`src/rtl/mem_port_arbiter.sv`:
```
// ============================================================================
// mem_port_arbiter
// ----------------------------------------------------------------------------
// Shares the single line-wide off-chip memory port between the instruction
// cache and the data cache. One requester owns the port at a time. The memory
// request is registered and held frozen until the memory acknowledges it. The
// acknowledge and the read line are then routed back to the owner.
//
// Parameters
//   ADDR_W  byte address width on all ports
//   LINE_W  cache line / memory data width
//
// Ports
//   clk_i, rst_i              clock, asynchronous active-low reset
//   i_enable_i, i_addr_i      I-cache line read request (held until i_ack_o)
//   i_data_o, i_ack_o         read line / one-cycle completion to the I-cache
//   d_enable_i, d_write_i     D-cache request (held until d_ack_o), 1 = write
//   d_addr_i, d_data_i        D-cache line address / write-back line
//   d_data_o, d_ack_o         read line / one-cycle completion to the D-cache
//   mem_data_i, mem_ack_i     memory read line, valid with the completion pulse
//   mem_data_o, mem_addr_o    registered memory write line / address
//   mem_enable_o, mem_write_o registered memory request / write strobe
//   grant_o                   current owner: 00 none, 01 I-cache, 10 D-cache
//
// Build option
//   ARB_DCACHE_PRIORITY_EN  when defined, the D-cache wins every tie (fixed
//                           priority). When undefined, ties alternate
//                           round-robin against the last served requester.
// ============================================================================
module mem_port_arbiter #(
    parameter int ADDR_W = 32,
    parameter int LINE_W = 256
) (
    input  logic              clk_i,
    input  logic              rst_i,
    input  logic              i_enable_i,
    input  logic [ADDR_W-1:0] i_addr_i,
    output logic [LINE_W-1:0] i_data_o,
    output logic              i_ack_o,
    input  logic              d_enable_i,
    input  logic              d_write_i,
    input  logic [ADDR_W-1:0] d_addr_i,
    input  logic [LINE_W-1:0] d_data_i,
    output logic [LINE_W-1:0] d_data_o,
    output logic              d_ack_o,
    input  logic [LINE_W-1:0] mem_data_i,
    input  logic              mem_ack_i,
    output logic [LINE_W-1:0] mem_data_o,
    output logic [ADDR_W-1:0] mem_addr_o,
    output logic              mem_enable_o,
    output logic              mem_write_o,
    output logic [1:0]        grant_o
);

    typedef enum logic [1:0] {
        IDLE   = 2'd0,
        BUSY_I = 2'd1,
        BUSY_D = 2'd2
    } state_e;

    localparam logic [1:0] GRANT_NONE = 2'b00;
    localparam logic [1:0] GRANT_I    = 2'b01;
    localparam logic [1:0] GRANT_D    = 2'b10;

    state_e            state_q, state_d;
    // last_d_q is 1 when the most recent completed transaction belonged to the
    // D-cache; it is reset to 1 so that the first tie goes to the I-cache.
    logic              last_d_q, last_d_d;
    logic              cool_i_q, cool_i_d;
    logic              cool_d_q, cool_d_d;
    logic              mem_enable_q, mem_enable_d;
    logic              mem_write_q, mem_write_d;
    logic [ADDR_W-1:0] mem_addr_q, mem_addr_d;
    logic [LINE_W-1:0] mem_data_q, mem_data_d;
    logic [1:0]        grant_q, grant_d;

    logic              elig_i, elig_d;
    logic              pick_i, pick_d;

    // A requester served on the previous ack edge is masked for one IDLE
    // cycle, so an enable that drops one cycle late does not re-win the port.
    assign elig_i = i_enable_i & ~cool_i_q;
    assign elig_d = d_enable_i & ~cool_d_q;

`ifdef ARB_DCACHE_PRIORITY_EN
    // Fixed priority: the D-cache takes every tie. The cooldown mask still
    // hands the waiting I-cache the slot right after each D transaction.
    assign pick_d = elig_d;
    assign pick_i = elig_i & ~elig_d;
`else
    // Round-robin: on a tie the requester that was not served last wins.
    assign pick_i = elig_i & (~elig_d | last_d_q);
    assign pick_d = elig_d & (~elig_i | ~last_d_q);
`endif

    // Next-state logic. In IDLE a winner is chosen and its request is captured
    // into the memory-side registers. In BUSY everything stays frozen until the
    // memory acknowledges, then the port is released and the winner is cooled.
    always_comb begin
        state_d      = state_q;
        last_d_d     = last_d_q;
        cool_i_d     = cool_i_q;
        cool_d_d     = cool_d_q;
        mem_enable_d = mem_enable_q;
        mem_write_d  = mem_write_q;
        mem_addr_d   = mem_addr_q;
        mem_data_d   = mem_data_q;
        grant_d      = grant_q;

        case (state_q)
            IDLE: begin
                // Masks only ever survive a single IDLE cycle.
                cool_i_d = 1'b0;
                cool_d_d = 1'b0;
                if (pick_i) begin
                    state_d      = BUSY_I;
                    mem_enable_d = 1'b1;
                    mem_write_d  = 1'b0;
                    mem_addr_d   = i_addr_i;
                    mem_data_d   = '0;
                    grant_d      = GRANT_I;
                end else if (pick_d) begin
                    state_d      = BUSY_D;
                    mem_enable_d = 1'b1;
                    mem_write_d  = d_write_i;
                    mem_addr_d   = d_addr_i;
                    mem_data_d   = d_data_i;
                    grant_d      = GRANT_D;
                end
            end

            BUSY_I: begin
                if (mem_ack_i) begin
                    state_d      = IDLE;
                    last_d_d     = 1'b0;
                    cool_i_d     = 1'b1;
                    mem_enable_d = 1'b0;
                    mem_write_d  = 1'b0;
                    mem_addr_d   = '0;
                    mem_data_d   = '0;
                    grant_d      = GRANT_NONE;
                end
            end

            BUSY_D: begin
                if (mem_ack_i) begin
                    state_d      = IDLE;
                    last_d_d     = 1'b1;
                    cool_d_d     = 1'b1;
                    mem_enable_d = 1'b0;
                    mem_write_d  = 1'b0;
                    mem_addr_d   = '0;
                    mem_data_d   = '0;
                    grant_d      = GRANT_NONE;
                end
            end

            default: begin
                state_d      = IDLE;
                mem_enable_d = 1'b0;
                mem_write_d  = 1'b0;
                mem_addr_d   = '0;
                mem_data_d   = '0;
                grant_d      = GRANT_NONE;
            end
        endcase
    end

    // State and memory-side registers. Reset abandons any in-flight
    // transaction: returning to IDLE also removes the ack path to its owner.
    always_ff @(posedge clk_i or negedge rst_i) begin
        if (!rst_i) begin
            state_q      <= IDLE;
            last_d_q     <= 1'b1;
            cool_i_q     <= 1'b0;
            cool_d_q     <= 1'b0;
            mem_enable_q <= 1'b0;
            mem_write_q  <= 1'b0;
            mem_addr_q   <= '0;
            mem_data_q   <= '0;
            grant_q      <= GRANT_NONE;
        end else begin
            state_q      <= state_d;
            last_d_q     <= last_d_d;
            cool_i_q     <= cool_i_d;
            cool_d_q     <= cool_d_d;
            mem_enable_q <= mem_enable_d;
            mem_write_q  <= mem_write_d;
            mem_addr_q   <= mem_addr_d;
            mem_data_q   <= mem_data_d;
            grant_q      <= grant_d;
        end
    end

    assign mem_enable_o = mem_enable_q;
    assign mem_write_o  = mem_write_q;
    assign mem_addr_o   = mem_addr_q;
    assign mem_data_o   = mem_data_q;
    assign grant_o      = grant_q;

    // The memory completion goes straight back to the owner only; an ack
    // arriving while IDLE reaches nobody. Read lines are zero outside the ack.
    assign i_ack_o  = (state_q == BUSY_I) & mem_ack_i;
    assign d_ack_o  = (state_q == BUSY_D) & mem_ack_i;
    assign i_data_o = i_ack_o ? mem_data_i : '0;
    assign d_data_o = d_ack_o ? mem_data_i : '0;

endmodule

```
`config.mk`:
```
export PLATFORM = sky130hd
export DESIGN_NAME = mem_port_arbiter
export DESIGN_NICKNAME = d
export VERILOG_FILES = /design/src/rtl/mem_port_arbiter.sv
export SDC_FILE = /design/constraint.sdc
export NUM_CORES = 1
export LEC_CHECK = 0
export BUFFER_PORTS_ARGS = -buffer_cell sky130_fd_sc_hd__clkbuf_2
export CELL_PAD_IN_SITES_DETAIL_PLACEMENT = 0
export CELL_PAD_IN_SITES_GLOBAL_PLACEMENT = 1
export CORE_AREA = 4 4 541 543
export DETAILED_ROUTE_END_ITERATION = 12
export DIE_AREA = 0 0 545 547
export PLACE_DENSITY = 0.3
export RECOVER_POWER = 100
export SYNTH_ARGS = -nofsm -noshare
export SYNTH_HDL_FRONTEND = slang
export SYNTH_SLANG_ARGS = --single-unit
```
`constraint.sdc`:
```
create_clock -name clk_i -period 3.65 [get_ports clk_i]
set_clock_uncertainty 0.2 [all_clocks]
set_input_delay 0.365 -clock clk_i [delete_from_list [all_inputs] [get_ports clk_i]]
set_output_delay 0.365 -clock clk_i [all_outputs]
set_load 0.01 [all_outputs]
```
# Word level (Yosys, flattened, before mapping)
# Index checks and enable logic that the tools add are counted.
[op_classes]
n_eq_ne = 6
mux = 25
n_bitwise = 13
reduce_logical = 9
[op_table]
columns = ["op", "n"]
rows = [
  ["$mux W256", 5],
  ["$pmux W256 S2", 1],
  ["$mux W32", 3],
  ["$pmux W32 S2", 1],
  ["$pmux W1 S2", 5],
  ["$and A1 B1 Y1", 6],
  ["$mux W1", 6],
  ["$mux W2", 3],
  ["$reduce_and A2 Y1", 3],
  ["$reduce_bool A2 Y1", 3],
  ["$not A1 Y1", 5],
  ["$ne A2 B2 Y1 const B", 2],
  ["$pmux W2 S2", 1],
  ["$ne A3 B3 Y1 const B", 1],
  ["$reduce_and A3 Y1", 1],
  ["$eq A2 B1 Y1 const B", 1],
  ["$eq A2 B2 Y1 const B", 1],
  ["$logic_not A2 Y1", 1],
  ["$ne A2 B1 Y1 const B", 1],
  ["$or A1 B1 Y1", 2],
  ["$reduce_or A2 Y1", 1],
]
[word_totals]
regBits = 295
inputBits = 582
output_inout_bits = 806

# Longest topological paths before layout
# Gate-level depths: netlist of the first run.
[logic_depth]
word_depth = 8
depth_mapped = 8
mapped_depth_nobuf = 5

# Worst setup path after synthesis of the first run
# No wires, ideal clock.
[synth_timing]
kind = "register to register"
startpoint = "reg, netlist name grant_o[0]"
endpoint = "reg mem_data_q[0] (netlist: mem_data_o[0])"
setup_ns = 0.125
arrival_time_ns = 1.859
required_time_ns = 3.325
path_slack_ns = 1.466
stages_incl_launch_ff = 9
path_buffers = 3
cell_sequence = "dfrtp_1 > inv_1 > ha_1 > nand2b_1 > buf_2 > o31a_1 > buf_6 > buf_6 > mux2_4"
[synth_rtl]
columns = ["element", "line", "rtl"]
rows = [
  ["to (signal assigned)", "190", "mem_data_q <= mem_data_d;"],
  ["to (decl)", "74", "logic [LINE_W-1:0] mem_data_q, mem_data_d;"],
]

==> results of run 1 <==
[metal layers]
metal	GRT usage	wire (um)	vias up
met5	0	491	-
li1	-	-	10500
met4	0.0650	10700	72
met2	0.259	114000	1263
met1	0.154	83000	11600
met3	0.0947	34300	311
[state kept, by name, indices dropped and copies added, names as in the netlist]
signal and count:
cool_d_q 1, last_d_q 1, grant_o 2, mem_data_o 256
mem_write_o 1, mem_enable_o 1, mem_addr_o 32, cool_i_q 1
[how the worst max path moves through the flow]
| stage | to | slack, ps | startpoint | cells after the start |
|---|---|---|---|---|
| 2_1_floorplan | mem_data_o[0] | 1470 | grant_o[0] | 8 |
| 3_3_place_gp | d_data_o[111] | 880 | mem_ack_i | 5 |
| 3_5_place_dp | mem_data_o[23] | 870 | grant_o[0] | 7 |
| 4_1_cts | d_data_o[183] | 280 | grant_o[0] | 6 |
| 5_1_grt | d_data_o[57] | 120 | grant_o[0] | 5 |
| 6_report | d_data_o[37] | 270 | grant_o[0] | 5 |
[timing repair]
item                      in CTS  in global routing
buffers inserted               0                  0
hold endpoints to repair     347                  0
hold buffers                 314                  0
[where the power goes]
part / switching [W] / internal (W) / total (W)
sequential: 0.000895 / 0.00480 / 0.00569
clock: 0.00202 / 0.00292 / 0.00493
combinational: 0.00921 / 0.00433 / 0.0135
total: 0.0121 / 0.0120 / 0.0242
[cell type report]
type,instances,area [um^2]
Inverter,37,139
Clock inverter,13,246
Sequential cell,295,7380
Multi-Input combinational cell,1437,9560
Antenna cell,135,338
Timing Repair Buffer,1778,9890
Clock buffer,71,1390
Fill cell,34000,254000
Tap cell,3781,4730
[cells by family after synthesis]
| kind of cell | after synthesis |
|---|---|
| AOI/OAI and AO/OA | 329 |
| adders and majority gates | 3 |
| buffers and inverters | 299 |
| DFF | 295 |
| muxes | 258 |
| and+or+nand+nor | 847 |
[layout by cell type (no fill, tap or decap), types with 2 or more instances in the layout]
cell | synthesis | final
clkbuf_1 | 199 | 795
clkbuf_2 | 0 | 626
and3_1 | 512 | 512
dlygate4sd3_1 | 0 | 314
dfrtp_1 | 294 | 294
nand2_1 | 291 | 291
a21oi_1 | 258 | 258
mux2_1 | 0 | 229
diode_2 | 0 | 135
clkbuf_16 | 0 | 47
inv_1 | 37 | 37
o2111ai_1 | 32 | 32
or4_1 | 32 | 32
o221ai_1 | 32 | 32
buf_4 | 1 | 31
buf_12 | 0 | 19
mux2_4 | 245 | 16
mux2_2 | 12 | 12
clkbuf_8 | 0 | 12
o21ai_0 | 4 | 4
bufinv_16 | 0 | 4
clkinv_2 | 0 | 4
clkinv_16 | 0 | 3
nand2b_1 | 2 | 2
nor2_1 | 3 | 2
nor2b_4 | 0 | 2
ha_4 | 0 | 2
buf_8 | 0 | 2
[worst max-delay path: stages (launching register included)]
cell and delay [ps]:
dfrtp_1 440, inv_1 170, ha_4 390, clkbuf_2 470, and3_1 250, clkbuf_1 400
[metrics by stage]
| step | cells | setup slack (ps) | power, W | instance area, um^2 | hold WS [ps] |
|---|---|---|---|---|---|
| finish | 7547 | 269 | 0.0242 | 33700 | 20.5 |
| global route | 7504 | 119 | 0.0261 | 33600 | 21.9 |
| CTS | 7412 | 276 | 0.0272 | 35300 | 3.85 |
| detailed placement | 7014 | 871 | 0.0214 | 30500 | 282 |
| global placement | 7014 | 880 | 0.0215 | 30500 | 276 |
| floorplan | 2031 | 1470 | 0.0139 | 19100 | -131 |
==> impl_metrics.csv, run 1 <==
group,metric,value,unit
hold_path,hold_start,"d_data_i[168]",
synthesis,synth_seq_cells,295,
synthesis,synth-adder-area-share,0.00196,
power_and_ir_drop,power.density,718,nW/um^2
synthesis,synth.distinct_cells,29,
detailed_routing,drtIter0Drc,1417,
global_routing,grt_pass1_wl,299000,um
power_and_ir_drop,peakVddDrop,0.339,mV
sta,min_period_over_period,0.926,
sta,drv_slew,182,
sta,worst_pin_slew,1850,ps
setup_path,path_max_fanout,21,
setup_path,cp.arrival,2820,ps
clock_network,cts_buffer_depth,3,
synthesis,yosysTopAreaCell,"dfrtp_1",
detailed_routing,antenna_left,0,
cells_and_area,fin_util,0.117,
die,coreArea,288000,um^2
synthesis,post-synth-top-count-cell,"and3_1",
die,rows,197,
placed_design,io_buffers,1387,
cells_and_area,area_growth,76.1,%
die,die-area,298000,um^2
global_routing,grt_overflow,0,
placed_design,routabilityCongestion,1.04,
hold_path,hold_depth,4,
run,drv_cap,3,
synthesis,synth_xor_area_frac,0,
synthesis,syn-cell-area,19100,um^2
clock_network,cts_inserted_buffers,47,
setup_path,startpoint_type,"flip-flop",
clock_network,root_buffer,"clkbuf_16",
setup_path,r2r_start,"grant_o[0]",
clock_network,cts.sink_count,295,
synthesis,synth_edf_count,0,
die,start_util,0.0665,
setup_path,r2r_slack,400,ps
setup_path,cp.required,3080,ps
cells_and_area,drive_gt1_frac,0.218,
synthesis,synth-simple-area-share,0.241,
synthesis,synth_top_family_by_area,"simple AND/OR/NAND/NOR gates",
global_routing,grt_pass1_vias,25100,
sta,finalHoldViolCount,0,
synthesis,yosysSeqAreaShare,0.386,
hold_path,hold_path.class,"in -> reg",
hold_path,whs_endpoint,"mem_data_o[168]",
detailed_routing,avgViaCountPerCell,3.15,
synthesis,synthMuxAreaShare,0.200,
clock_network,clock_latency,650,ps
synthesis,synthesis.nets,2616,
placed_design,post-dp-hpwl,205000,um
sta,rsz0062_at_grt,"false",
clock_network,cts_max_level,2,
synthesis,syn_inst,2031,
sta,setup-violations-final,0,
sta,min_period,3380,ps
synthesis,synth_compound_area_frac,0.0991,
setup_path,path_class,"reg -> out",
die,die_height,547,um
clock_network,clk_pin_slew,60,ps
sta,slew_headroom,-0.231,
detailed_routing,first_pass_iters,5,
sta,tns,0,ps
setup_path,reg2regPathDepth,7,
status,violations,"capacitance limit, slew limit",
setup_path,endpoint_kind,"output pin",
synthesis,synthFlopType,"dfrtp_1",
synthesis,ys_warn_count,0,
status,status,"complete, but fails checks",
die,pin_count,1388,
clock_network,cts.repair.resized,0,
synthesis,yosys-top-cells-count,"512 x and3_1, 294 x dfrtp_1, 291 x nand2_1",
sta,fmax,296,MHz
synthesis,synth_async_sr_flop_share,1.00,
die,die_w,545,um
detailed_routing,drt_wl_total,243000,um
setup_path,rr_endpoint,"mem_addr_o[31]",
synthesis,avgSynthCellArea,9.42,um^2
clock_network,cts_tree,"yes",
cells_and_area,nets,4181,
synthesis,synthDominantCellAreaShare,0.385,
power_and_ir_drop,leakage,15.9,nW
global_routing,track_usage,0.155,
global_routing,antenna_found_initial,195,
synthesis,synth.area.top_cells,"dfrtp_1 38%, mux2_4 19%, and3_1 17%",
detailed_routing,vias,23800,
detailed_routing,drc,0,
detailed_routing,wl_per_cell,32.2,um
global_routing,grt_max_degree,184,
No activity file was read; power rests on OpenSTA's default activity.
==> run 2: changes to the inputs <==
--- a/config.mk
+++ b/config.mk
@@ -5,14 +5,16 @@
 export SDC_FILE = /design/constraint.sdc
 export NUM_CORES = 1
 export LEC_CHECK = 0
+export ABC_AREA = 1
 export BUFFER_PORTS_ARGS = -buffer_cell sky130_fd_sc_hd__clkbuf_2
 export CELL_PAD_IN_SITES_DETAIL_PLACEMENT = 0
 export CELL_PAD_IN_SITES_GLOBAL_PLACEMENT = 1
-export CORE_AREA = 4 4 541 543
+export CORE_AREA = 4 4 534 536
 export DETAILED_ROUTE_END_ITERATION = 12
-export DIE_AREA = 0 0 545 547
+export DIE_AREA = 0 0 538 540
 export PLACE_DENSITY = 0.3
 export RECOVER_POWER = 100
+export SLEW_MARGIN = 20
 export SYNTH_ARGS = -nofsm -noshare
 export SYNTH_HDL_FRONTEND = slang
 export SYNTH_SLANG_ARGS = --single-unit
==> impl_metrics.csv, run 2 <==
group,metric,value,unit
status,status,"complete, but fails checks",
status,violations,"capacitance limit, slew limit",
clock_network,root_buffer,"clkbuf_16",
sta,min_period,3390,ps
run,drv_cap,4,
cells_and_area,area_growth,98.4,%
die,die_height,540,um
clock_network,cts_max_level,2,
synthesis,yosysSeqAreaShare,0.472,
cells_and_area,drive_gt1_frac,0.189,
synthesis,syn-cell-area,15600,um^2
setup_path,path_class,"reg -> out",
setup_path,crit_start,"grant_o[0]",
clock_network,clk_pin_slew,50,ps
cells_and_area,nets,4462,
hold_path,hold_path.class,"in -> reg",
die,rows,195,
synthesis,syn_inst,2249,
sta,rsz0062_at_grt,"false",
sta,setup-violations-final,0,
setup_path,path_max_fanout,52,
clock_network,cts_inserted_buffers,47,
synthesis,synthDominantCellAreaShare,0.470,
placed_design,numPlacedInstances,7247,
detailed_routing,drt_wl_total,192000,um
detailed_routing,antenna_left,0,
placed_design,dpl_worst_slack,917,ps
cells_and_area,fin_area,31000,um^2
die,coreArea,281000,um^2
power_and_ir_drop,pwr-share-clk,0.236,
power_and_ir_drop,power.density,709,nW/um^2
setup_path,cp.arrival,2820,ps
synthesis,yosysTopAreaCell,"dfrtp_1",
cells_and_area,layout_commonest_cell,"clkbuf_1",
setup_path,rr_endpoint,"mem_data_o[70]",
synthesis,avgSynthCellArea,6.96,um^2
placed_design,routabilityCongestion,0.971,
synthesis,synth_edf_count,0,
sta,slew_headroom,-0.107,
cells_and_area,largest_reg_flops,256,
detailed_routing,wl_per_cell,25.1,um
synthesis,synth.area.top_cells,"dfrtp_1 47%, nor2_1 12%, nand2_1 10%",
setup_path,endpoint_kind,"output pin",
power_and_ir_drop,leakage,14.0,nW
setup_path,crit_path_end,"d_data_o[39]",
synthesis,synth_async_sr_flop_share,1.00,
die,die_w,538,um
detailed_routing,vias,22200,
synthesis,synth.distinct_cells,19,
sta,drv_slew,170,
setup_path,r2r_start,"grant_o[1]",
cells_and_area,fin_cells,7673,
global_routing,track_usage,0.126,
detailed_routing,first_pass_iters,5,
placed_design,post-dp-hpwl,166000,um
detailed_routing,drc,0,
sta,setup_ws,265,ps
power_and_ir_drop,power,0.0220,W
synthesis,synthFlopType,"dfrtp_1",
die,die-area,291000,um^2
setup_path,path_cells,"inv_1 -> ha_1 -> nand2_4 -> buf_12 -> buf_12 -> nor2_1 -> clkbuf_1",
sta,min_period_over_period,0.927,
die,start_util,0.0557,
detailed_routing,avgViaCountPerCell,2.90,
global_routing,grt_pass1_wl,243000,um
cells_and_area,most-common-layout-cells,"799 x clkbuf_1, 613 x clkbuf_2, 512 x nor2_1",
clock_network,cts_buffer_depth,3,
global_routing,antenna_found_initial,81,
global_routing,grt_overflow,0,
placed_design,io_buffers,1387,
detailed_routing,drtIter0Drc,1345,
clock_network,postCtsSetupBuffers,0,
power_and_ir_drop,switching_share,0.505,
synthesis,synth_seq_cells,295,
setup_path,r2r_slack,420,ps
power_and_ir_drop,intPower,0.0109,W
setup_path,startpoint_type,"flip-flop",
synthesis,synthesis.nets,2834,
synthesis,yosys-top-cells-count,"512 x nor2_1, 429 x nand2_1, 294 x dfrtp_1",
clock_network,cts_tree,"yes",
setup_path,reg2regPathDepth,6,
power_and_ir_drop,peakVddDrop,0.462,mV
sta,tns,0,ps
setup_path,crit_top_cell,"buf_12",
sta,fmax,295,MHz
global_routing,grt_max_degree,137,
power_and_ir_drop,p_sw,0.0111,W
placed_design,placed_area,27100,um^2
sta,worst_pin_slew,1660,ps
setup_path,cp.required,3080,ps
synthesis,post-synth-top-count-cell,"nor2_1",
global_routing,grt_pass1_vias,23100,
power_and_ir_drop,seq_power_share,0.263,
clock_network,cts.repair.resized,0,
setup_path,critPathMaxStageDelay,410,ps
die,pin_count,1388,
synthesis,ys_warn_count,0,
power_and_ir_drop,pwr-share-comb,0.501,
setup_path,slowest_stage,"dfrtp_1",
clock_network,clock_latency,640,ps
sta,finalHoldViolCount,0,
clock_network,cts.sink_count,295,
## run 2: worst min path at each step
stage,start,to,cells past startpoint
2_1_floorplan,rst_i,cool_d_q,0
3_3_place_gp,rst_i,mem_data_o[180],1
3_5_place_dp,rst_i,mem_data_o[180],1
4_1_cts,mem_ack_i,last_d_q,4
5_1_grt,mem_ack_i,last_d_q,4
6_report,mem_ack_i,last_d_q,4
## run 2: layout make-up
class                           instances  area (um^2)
Fill cell                           33500       250000
Timing Repair Buffer                 1766         9800
Sequential cell                       295         7380
Multi-Input combinational cell       1499         6400
Tap cell                             3743         4680
Clock buffer                           64         1340
Inverter                              268         1010
Clock inverter                         24          382
Antenna cell                           14         35.0
## run 2: cell families after synthesis
kind of cell,Yosys count,share of synthesized area
buffers and inverters,455,0.121
adder cells (fa/ha/maj),3,0.00240
AO/OA/AOI/OAI,262,0.0840
flip-flops,295,0.472
AND/OR/NAND/NOR,1234,0.320
## run 2: metrics by stage
stage | hold slack [ps] | utilization
after floorplan | -131 | -
after global placement | 106 | 0.0966
after detailed placement | 113 | 0.0966
after CTS | 187 | 0.114
after global routing | 212 | 0.110
final | 249 | 0.110
## run 2: repair_timing
item	4_1_cts	5_1_grt
hold endpoints to repair	493	0
hold buffers	324	0
endpoints found under the setup margin	0	0
## run 2: metal layers
layer  wire length (um)  vias to the layer above  track usage
met5                274                        -            0
met2              88400                     1186        0.208
met3              20500                      206       0.0498
met4               5440                       42       0.0328
met1              77700                    10500        0.151
li1                   -                    10200            -
## run 2: power by group through the flow
stage	Clock [W]	Sequential (W)	Combinational [W]
3_3_place_gp	0	0.00586	0.0119
2_1_floorplan	0	0.00645	0.00434
5_1_grt	0.00560	0.00599	0.0123
4_1_cts	0.00552	0.00583	0.0123
6_report	0.00519	0.00578	0.0110
3_5_place_dp	0	0.00587	0.0118
## run 2: worst max-delay path, delay by kind of cell, from the launching register on
family,cells,cell delay (ps)
adders and majority gates,1,240
buffers and inverters,4,840
DFF,1,410
and+or+nand+nor,2,570
==> run 3: changes to the inputs <==
--- a/config.mk
+++ b/config.mk
@@ -9,9 +9,9 @@
 export BUFFER_PORTS_ARGS = -buffer_cell sky130_fd_sc_hd__clkbuf_2
 export CELL_PAD_IN_SITES_DETAIL_PLACEMENT = 0
 export CELL_PAD_IN_SITES_GLOBAL_PLACEMENT = 1
-export CORE_AREA = 4 4 534 536
+export CORE_AREA = 4 4 532 534
 export DETAILED_ROUTE_END_ITERATION = 12
-export DIE_AREA = 0 0 538 540
+export DIE_AREA = 0 0 536 538
 export PLACE_DENSITY = 0.3
 export RECOVER_POWER = 100
 export SLEW_MARGIN = 20
==> constraint.sdc (replaced) <==
create_clock -name clk_i -period 3.1 [get_ports clk_i]
set_clock_uncertainty 0.2 [all_clocks]
set_input_delay 0.62 -clock clk_i [delete_from_list [all_inputs] [get_ports clk_i]]
set_output_delay 0.62 -clock clk_i [all_outputs]
set_load 0.01 [all_outputs]
==> impl_metrics.csv, run 3 (synthesized netlist as in run 2, its figures left out) <==
group,metric,value,unit
sta,worst_pin_slew,1820,ps
sta,finalHoldViolCount,0,
detailed_routing,avgViaCountPerCell,2.90,
global_routing,grt_overflow,0,
cells_and_area,fin_area,31400,um^2
detailed_routing,wl_met1,80200,um
global_routing,grt_pass1_wl,261000,um
sta,drv_slew,47,
setup_path,endpoint_kind,"output pin",
power_and_ir_drop,pwr-share-clk,0.195,
sta,min_period,3050,ps
detailed_routing,vias,21900,
die,die_height,538,um
power_and_ir_drop,switching_share,0.511,
global_routing,grt_max_degree,69,
die,pin_count,1388,
clock_network,cts_tree,"yes",
setup_path,path_max_fanout,28,
placed_design,dpl_worst_slack,-142,ps
setup_path,cp.required,2280,ps
placed_design,routabilityCongestion,0.946,
detailed_routing,drtIter0Drc,1067,
die,rows,194,
clock_network,clk_pin_slew,60,ps
cells_and_area,most-common-layout-cells,"931 x clkbuf_2, 426 x nand2_1, 384 x nor2_1",
cells_and_area,layout_commonest_cell,"clkbuf_2",
setup_path,path_class,"reg -> out",
die,coreArea,278000,um^2
status,violations,"capacitance limit, slew limit",
clock_network,clock_latency,610,ps
run,drv_cap,1,
clock_network,cts_inserted_buffers,43,
placed_design,post-dp-hpwl,188000,um
detailed_routing,wl_met2,99800,um
power_and_ir_drop,leakage,15.3,nW
power_and_ir_drop,seq_power_share,0.261,
status,status,"complete, but fails checks",
clock_network,root_buffer,"clkbuf_16",
detailed_routing,first_pass_iters,5,
cells_and_area,drive_gt1_frac,0.372,
placed_design,placed_area,27800,um^2
global_routing,track_usage,0.140,
power_and_ir_drop,peakVddDrop,0.386,mV
sta,setup_ws,47.0,ps
global_routing,grt_pass1_vias,22300,
detailed_routing,drc,0,
die,die_w,536,um
clock_network,cts.sink_count,295,
placed_design,io_buffers,1387,
clock_network,cts_buffer_depth,3,
cells_and_area,num-fill-cells,33000,
die,die-area,288000,um^2
power_and_ir_drop,p_sw,0.0133,W
detailed_routing,routed.top_layer,"met5",
setup_path,startpoint_type,"flip-flop",
sta,setup-violations-final,0,
hold_path,hold_path.class,"in -> reg",
sta,fmax,328,MHz
power_and_ir_drop,intPower,0.0127,W
cells_and_area,nets,4335,
power_and_ir_drop,power.density,828,nW/um^2
cells_and_area,largest_reg_flops,256,
clock_network,cts_max_level,2,
global_routing,antenna_found_initial,118,
setup_path,cp.arrival,2230,ps
die,start_util,0.0562,
cells_and_area,fin_cells,7547,
placed_design,numPlacedInstances,7290,
detailed_routing,wl_per_cell,28.5,um
power_and_ir_drop,pwr-share-comb,0.544,
detailed_routing,antenna_left,0,
detailed_routing,dr_wl_met3,27700,um
detailed_routing,drt_wl_total,215000,um
sta,holdWs,75.1,ps
sta,rsz0062_at_grt,"true",
cells_and_area,area_growth,100,%
sta,min_period_over_period,0.985,
sta,slew_headroom,-0.213,
==> run 3: cell count changes in the layout (fill, tap and decap cells not counted), sizes merged <==
cell	delta
clkbuf	-68
diode	+24
inv	-7
bufbuf	+2
clkinv	+4
nand2	+1
dlygate4sd3	-226
bufinv	-6
buf	+171
clkinvlp	-2
==> run 3: metal layers <==
| metal | vias to the layer above | track usage |
|---|---|---|
| li1 | 10000 | - |
| met1 | 10500 | 0.155 |
| met2 | 1145 | 0.231 |
| met3 | 213 | 0.0749 |
| met4 | 46 | 0.0450 |
| met5 | - | 0 |
==> run 3: worst paths after layout <==
| path | startpoint | endpoint | slack (ps) | cells past startpoint |
|---|---|---|---|---|
| max in group asynchronous | rst_i | mem_data_o[58] | 310 | 3 |
| min in group asynchronous | rst_i | mem_data_o[175] | 850 | 2 |
| max | grant_o[1] | i_data_o[21] | 50 | 7 |
| min reg2reg | mem_addr_o[18] | mem_addr_o[18] | 280 | 2 |
| max reg2reg | grant_o[1] | mem_data_o[27] | 220 | 8 |
| min | d_data_i[75] | mem_data_o[75] | 80 | 3 |
==> run 3: worst max-delay path, stage by stage (launching register included) <==
cell	delay (ps)
dfrtp_2	450
inv_2	100
ha_4	170
nand2_8	100
buf_16	220
buf_12	210
nor2_1	140
clkbuf_2	170
==> run 3: metrics by stage <==
stage	utilization	TNS, ps	total power, W
2_1_floorplan	-	0	0.0127
3_3_place_gp	0.100	-212	0.0216
3_5_place_dp	0.100	-217	0.0215
4_1_cts	0.112	-11280	0.0276
5_1_grt	0.113	-10040	0.0283
6_report	0.113	0	0.0260
==> run 3: cell type report <==
type                    count  area (um^2)  area share
diodes                     38         95.1     0.00303
clock buffers              67         1260      0.0401
clock inverters            13          153     0.00487
inverters                 268         1010      0.0321
multi-input cells        1500         6940       0.221
flip-flops and latches    295         7380       0.235
well taps                3724         4660       0.149
repair buffers           1642         9860       0.315
==> run 3: what timing repair did <==
action | CTS | global route
pin swaps | 3 | 1
gates resized for setup | 196 | 218
hold buffers | 98 | 0
endpoints found under the setup margin | 482 | 358
endpoints found under the hold margin | 133 | 0
cloned | 7 | 11
setup buffers | 22 | 3
==> run 3: power groups by stage <==
stage,combinational [W],sequential (W),clock [W]
after global routing,0.0158,0.00702,0.00549
after CTS,0.0153,0.00681,0.00541
after floorplan,0.00511,0.00760,0
after detailed placement,0.0146,0.00686,0
after global placement,0.0148,0.00683,0
final,0.0141,0.00677,0.00508
